File: config.mk
export PLATFORM = sky130hd
export DESIGN_NAME = divider_pipe_hs
export DESIGN_NICKNAME = d
export VERILOG_FILES = /design/src/rtl/divider_pipe_hs.sv
export SDC_FILE = /design/constraint.sdc
export NUM_CORES = 2
export LEC_CHECK = 0
export ABC_AREA = 0
export CAP_MARGIN = 40
export CORE_UTILIZATION = 40
export CTS_BUF_LIST = sky130_fd_sc_hd__clkbuf_8
export CTS_CLUSTER_SIZE = 20
export DETAILED_ROUTE_END_ITERATION = 10
export HOLD_SLACK_MARGIN = 0.02
export PLACE_DENSITY = 0.69
export SYNTH_ARGS = -nofsm -noshare
export SYNTH_HDL_FRONTEND = slang
export SYNTH_SLANG_ARGS = --single-unit
File: constraint.sdc
create_clock -name clk -period 61.2 [get_ports clk]
set_clock_uncertainty 0.05 [all_clocks]
set_input_delay 12.24 -clock clk [delete_from_list [all_inputs] [get_ports clk]]
set_output_delay 12.24 -clock clk [all_outputs]
set_load 0.02 [all_outputs]
File: src/rtl/divider_pipe_hs.sv
// Pipelined unsigned restoring divider (2W / W) with valid/ready handshake and tag passthrough.
// Define DIVIDER_PIPE_SIGNED_EN to add the sgn port for two's complement division.
module divider_pipe_hs #(
   parameter int unsigned W      = 32,
   parameter int unsigned NSTAGE = 2,
   parameter int unsigned TW     = 4
) (
   input  logic            clk,
   input  logic            rstn,
   input  logic            in_valid,
   output logic            in_ready,
   input  logic [2*W-1:0]  x,
   input  logic [W-1:0]    d,
   input  logic [TW-1:0]   in_tag,
`ifdef DIVIDER_PIPE_SIGNED_EN
   input  logic            sgn,
`endif
   output logic            out_valid,
   input  logic            out_ready,
   output logic [W-1:0]    q,
   output logic [W-1:0]    r,
   output logic            dz,
   output logic            ovf,
   output logic [TW-1:0]   out_tag
);

   localparam int unsigned S = W / NSTAGE;
   localparam int unsigned L = NSTAGE - 1;

   logic advance;

   // Remaining dividend bits and quotient bits share one shift register:
   // each trial shifts a dividend bit out of the top and a quotient bit in at the bottom.
   logic          v_q   [NSTAGE];
   logic [W-1:0]  rem_q [NSTAGE];
   logic [W-1:0]  xq_q  [NSTAGE];
   logic [W-1:0]  d_q   [NSTAGE];
   logic [W-1:0]  xr_q  [NSTAGE];
   logic [TW-1:0] tag_q [NSTAGE];
   logic          dz_q  [NSTAGE];
   logic          ovf_q [NSTAGE];
`ifdef DIVIDER_PIPE_SIGNED_EN
   logic          sgn_q  [NSTAGE];
   logic          qneg_q [NSTAGE];
   logic          rneg_q [NSTAGE];
   logic          xneg, dneg;
`endif

   logic [2*W-1:0] xm;
   logic [W-1:0]   dm;
   logic           dz0, ovf0;

   assign advance  = !v_q[L] || out_ready;
   assign in_ready = advance;

`ifdef DIVIDER_PIPE_SIGNED_EN
   always_comb begin
      xneg = sgn & x[2*W-1];
      dneg = sgn & d[W-1];
      xm   = xneg ? -x : x;
      dm   = dneg ? -d : d;
   end
`else
   always_comb begin
      xm = x;
      dm = d;
   end
`endif

   always_comb begin
      dz0  = (d == '0);
      ovf0 = !dz0 && (xm[2*W-1:W] >= dm);
   end

   for (genvar k = 0; k < NSTAGE; k++) begin : g_stage
      logic [W-1:0]  rem_i, xq_i, d_i, xr_i, rem_o, xq_o;
      logic [TW-1:0] tag_i;
      logic          v_i, dz_i, ovf_i;
`ifdef DIVIDER_PIPE_SIGNED_EN
      logic          sgn_i, qneg_i, rneg_i;
`endif

      if (k == 0) begin : g_first
         always_comb begin
            v_i   = in_valid;
            rem_i = xm[2*W-1:W];
            xq_i  = xm[W-1:0];
            d_i   = dm;
            xr_i  = x[W-1:0];
            tag_i = in_tag;
            dz_i  = dz0;
            ovf_i = ovf0;
`ifdef DIVIDER_PIPE_SIGNED_EN
            sgn_i  = sgn;
            qneg_i = xneg ^ dneg;
            rneg_i = xneg;
`endif
         end
      end else begin : g_next
         always_comb begin
            v_i   = v_q[k-1];
            rem_i = rem_q[k-1];
            xq_i  = xq_q[k-1];
            d_i   = d_q[k-1];
            xr_i  = xr_q[k-1];
            tag_i = tag_q[k-1];
            dz_i  = dz_q[k-1];
            ovf_i = ovf_q[k-1];
`ifdef DIVIDER_PIPE_SIGNED_EN
            sgn_i  = sgn_q[k-1];
            qneg_i = qneg_q[k-1];
            rneg_i = rneg_q[k-1];
`endif
         end
      end

      always_comb begin
         logic [W:0] t;
         logic       ge;
         t     = '0;
         ge    = 1'b0;
         rem_o = rem_i;
         xq_o  = xq_i;
         for (int unsigned i = 0; i < S; i++) begin
            t  = {rem_o, xq_o[W-1]};
            ge = (t >= {1'b0, d_i});
            if (ge) t = t - {1'b0, d_i};
            xq_o  = {xq_o[W-2:0], ge};
            rem_o = t[W-1:0];
         end
      end

      always_ff @(posedge clk or negedge rstn) begin
         if (!rstn) begin
            v_q[k]   <= 1'b0;
            rem_q[k] <= '0;
            xq_q[k]  <= '0;
            d_q[k]   <= '0;
            xr_q[k]  <= '0;
            tag_q[k] <= '0;
            dz_q[k]  <= 1'b0;
            ovf_q[k] <= 1'b0;
`ifdef DIVIDER_PIPE_SIGNED_EN
            sgn_q[k]  <= 1'b0;
            qneg_q[k] <= 1'b0;
            rneg_q[k] <= 1'b0;
`endif
         end else if (advance) begin
            v_q[k]   <= v_i;
            rem_q[k] <= rem_o;
            xq_q[k]  <= xq_o;
            d_q[k]   <= d_i;
            xr_q[k]  <= xr_i;
            tag_q[k] <= tag_i;
            dz_q[k]  <= dz_i;
            ovf_q[k] <= ovf_i;
`ifdef DIVIDER_PIPE_SIGNED_EN
            sgn_q[k]  <= sgn_i;
            qneg_q[k] <= qneg_i;
            rneg_q[k] <= rneg_i;
`endif
         end
      end
   end

   logic [W-1:0] q_res, r_res;
   logic         ovf_o;

`ifdef DIVIDER_PIPE_SIGNED_EN
   // Magnitude quotient must fit 2^(W-1)-1 when positive, 2^(W-1) when negative.
   always_comb begin
      q_res = qneg_q[L] ? -xq_q[L] : xq_q[L];
      r_res = rneg_q[L] ? -rem_q[L] : rem_q[L];
      ovf_o = ovf_q[L] | (sgn_q[L] & ~dz_q[L] &
              (qneg_q[L] ? (xq_q[L] > {1'b1, {(W-1){1'b0}}}) : xq_q[L][W-1]));
   end
`else
   always_comb begin
      q_res = xq_q[L];
      r_res = rem_q[L];
      ovf_o = ovf_q[L];
   end
`endif

   always_comb begin
      out_valid = v_q[L];
      out_tag   = tag_q[L];
      dz        = dz_q[L];
      ovf       = ovf_o;
      q         = (dz_q[L] | ovf_o) ? '1 : q_res;
      r         = (dz_q[L] | ovf_o) ? xr_q[L] : r_res;
   end

endmodule
==> flow_metrics.env <==
export IMPL_ios=176
export IMPL_route_vias_total=89100
export IMPL_drt_iter0_markers=6362
export IMPL_grt_max_degree=101
export IMPL_cp_arrival_ns=62.86
export IMPL_synth_cell_types=103
export IMPL_setup_viol=33
export IMPL_root_buffer="clkbuf_8"
export IMPL_drt_wl_total_mm=330
export IMPL_r2r_cells=293
export IMPL_timing_worst_setup_path_type="in -> reg"
export IMPL_critical_path_max_stage_delay_ns=0.58
export IMPL_yosys_warnings=0
export IMPL_critPathRequiredTime_ns=61.60
export IMPL_ant_nets=0
export IMPL_rsz0062_at_grt="true"
export IMPL_hp_class="reg -> reg"
export IMPL_io_buffers=175
export IMPL_worstMarginPinSlew_ns=1.06
export IMPL_gp_congestion=1.03
export IMPL_worstSkewPairLatency_ns=0.65
export IMPL_worstHoldStart="g_stage[1].v_i"
export IMPL_synth_avg_cell_area_sq_um=7.36
export IMPL_clk_path_buf_depth=3
export IMPL_hold_viol=0
export IMPL_cts_made_buffers=41
export IMPL_max_freq_ghz=0.0160
export IMPL_grt_pass1_wl_mm=492
export IMPL_path_max_fanout=8
export IMPL_clock_sinks=222
export IMPL_syn_area_sq_um=70400
export IMPL_cap_violations=0
export IMPL_pre_cts_slack_ns=-3.35
export IMPL_drc_errors=0
export IMPL_nets=14300
export IMPL_max_slew_margin=0.287
export IMPL_slowest_stage="or4_4"
export IMPL_cp_start_kind="primary input"
export IMPL_start_util=0.404
export IMPL_grt_overflow=0
export IMPL_fin_crit_sh=1.02
export IMPL_netlist_instances=9565
export IMPL_core_region_area_sq_um=174000
export IMPL_cts_hold_buffers=0
export IMPL_grt_usage=0.348
export IMPL_cts_clk_slew_worst_paths_ns=0.06
export IMPL_first_pass_iters=6
export IMPL_end_kind="flip-flop"
export IMPL_avgViaCountPerCell=5.77
export IMPL_wl_per_cell_microns=21.4
export IMPL_grt_pass1_vias=88500
export IMPL_stdcell_count=15400
export IMPL_ys_flop_type="dfrtp_1"
export IMPL_r2r_slack_ns=2.60
export IMPL_fin_ws_ns=-1.26
export IMPL_min_period_ns=62.46
export IMPL_die_x_microns=421
export IMPL_status="complete, but fails checks"
export IMPL_layout_drive_gt1_share=0.374
export IMPL_dpl_cell_count=15200
export IMPL_postSynthRegisterBits=222
export IMPL_async_reset_ff_frac=1.00
export IMPL_cp_startpoint="d[1]"
export IMPL_cts_tree="built"
export IMPL_antenna_found_initial=8
export IMPL_dieArea_sq_um=178000
export IMPL_htree_levels=2
export IMPL_r2r_start="g_stage[1].d_i[1]"
export IMPL_endpoint="g_stage[1].rem_i[18]"
export IMPL_rows=153
export IMPL_dp_hpwl_mm=261
export IMPL_cpMostUsedCell="o21ai_2"
export IMPL_seq_area_frac_synth=0.0789
export IMPL_syn_nets=10800
export IMPL_drv_slew=0
export IMPL_area_growth_pct=50.5
export IMPL_timing_rr_end="r_res[5]"
export IMPL_die_h_microns=421
export IMPL_synth_edf_count=0
export IMPL_violations="negative setup slack"
export IMPL_n_fill_cell=15400
-- through the flow --
stage | utilization | hold WS [ns] | TNS, ns | cell area (sq um)
after floorplan | - | 0.380 | -87.93 | 71800
after global placement | 0.577 | 0.391 | -129.20 | 101000
after detailed placement | 0.578 | 0.397 | -183.57 | 101000
after CTS | 0.589 | 0.411 | -38.59 | 103000
after global routing | 0.608 | 0.436 | -117.53 | 106000
final | 0.608 | 0.411 | -37.07 | 106000
-- synthesized netlist by cell type, types with 28 or more instances --
cell | instances | area, sq um
and3_1 | 88 | 551
o211ai_1 | 36 | 270
nand2_1 | 1003 | 3760
nor2b_1 | 131 | 820
dfrtp_1 | 222 | 5560
o31a_1 | 37 | 324
a31oi_1 | 98 | 613
or2_2 | 64 | 400
o21bai_1 | 103 | 773
and2_1 | 52 | 325
inv_1 | 547 | 2050
nand2b_1 | 125 | 782
nor2_1 | 749 | 2810
o31ai_1 | 57 | 428
a21o_1 | 354 | 2660
fa_1 | 32 | 641
a211oi_1 | 89 | 668
nor3_1 | 211 | 1060
xnor2_1 | 503 | 4410
o21a_1 | 134 | 1010
or3_1 | 80 | 500
nor4_1 | 63 | 394
clkbuf_1 | 175 | 657
buf_2 | 30 | 150
o22ai_1 | 33 | 206
xor2_1 | 235 | 2060
a211o_1 | 33 | 289
o21ai_0 | 672 | 3360
nand4_1 | 172 | 1080
a21oi_1 | 846 | 4230
ha_1 | 1056 | 13200
buf_1 | 28 | 105
mux2_2 | 639 | 7200
a21boi_0 | 147 | 1100
mux2i_1 | 147 | 1470
nand3_1 | 183 | 916
-- worst max-delay path: cells and delay by family --
kind | cells | cell delay (ns)
AO/OA/AOI/OAI | 173 | 30.05
AND/OR/NAND/NOR | 52 | 8.02
multiplexers | 15 | 4.48
adder cells (fa/ha/maj) | 16 | 4.22
buffers and inverters | 28 | 3.69
-- per-layer routing --
layer,vias up,global-route usage,part of all wire,wire length (microns)
met3,1073,0.0315,0.064,21000
li1,42300,-,-,-
met1,42400,0.421,0.40,132000
met2,3403,0.580,0.45,150000
met5,-,0,0.00012,40
met4,6,0.245,0.083,27300
-- worst min-delay path by stage --
| stage | slack (ns) | endpoint | cells past startpoint |
|---|---|---|---|
| after CTS | 0.41 | q_res[16] | 2 |
| after detailed placement | 0.40 | q_res[16] | 2 |
| final | 0.41 | g_stage[1].v_i | 2 |
| after global routing | 0.44 | g_stage[1].tag_i[1] | 2 |
| after floorplan | 0.38 | g_stage[1].v_i | 2 |
| after global placement | 0.39 | g_stage[1].v_i | 2 |
-- area by class of cell --
cell class,instances,area (sq um),area share
Clock inverter,25,214,0.00202
Clock buffer,50,688,0.00649
Tap cell,2325,2910,0.0275
Inverter,548,2100,0.0198
Timing Repair Buffer,3707,28900,0.273
Sequential cell,222,5560,0.0525
Antenna cell,7,17.5,0.000165
Multi-Input combinational cell,8562,65500,0.619
-- cell families (layout without fill, tap and decap cells) --
| group | Yosys count | in the layout | share of synthesized area |
|---|---|---|---|
| AO/OA/AOI/OAI | 2924 | 2927 | 0.264 |
| flip-flops | 222 | 222 | 0.0789 |
| buffers and inverters | 785 | 4330 | 0.0428 |
| XOR/XNOR | 738 | 738 | 0.0918 |
| adder cells (fa/ha/maj) | 1088 | 1088 | 0.197 |
| other | 0 | 7 | 0 |
| AND/OR/NAND/NOR | 3017 | 3017 | 0.202 |
| multiplexers | 791 | 792 | 0.124 |
-- timing repair --
item | in CTS | in global routing
endpoints found under the setup margin | 66 | 67
hold endpoints to repair | 0 | 0
cloned | 4 | 7
resized for setup | 125 | 573
setup buffers | 54 | 94
pin swaps | 67 | 285
-- flip-flops by register name, summed over array words and instances (netlist names) --
name           flops
dz                 1
g_stage.d_i       32
g_stage.dz_i       1
g_stage.ovf_i      1
g_stage.rem_i     32
g_stage.tag_i      4
g_stage.v_i        1
g_stage.xq_i      31
g_stage.xr_i      17
out_tag            4
out_valid          1
ovf                1
q_res             32
r_res             32
xr_q              32
-- placed cells by master (no fill, tap or decap), types with 192 or more instances in the layout --
cell type	instances
inv_1	512
xor2_1	235
nor2_1	725
a21oi_1	789
a21o_1	352
nor3_1	192
dfrtp_1	221
xnor2_1	500
mux2_2	618
buf_4	3471
o21ai_0	537
nand2_1	994
ha_1	980
Power is not shown: default switching activity piles up to over one toggle a cycle in this logic, so the estimate is an artifact.
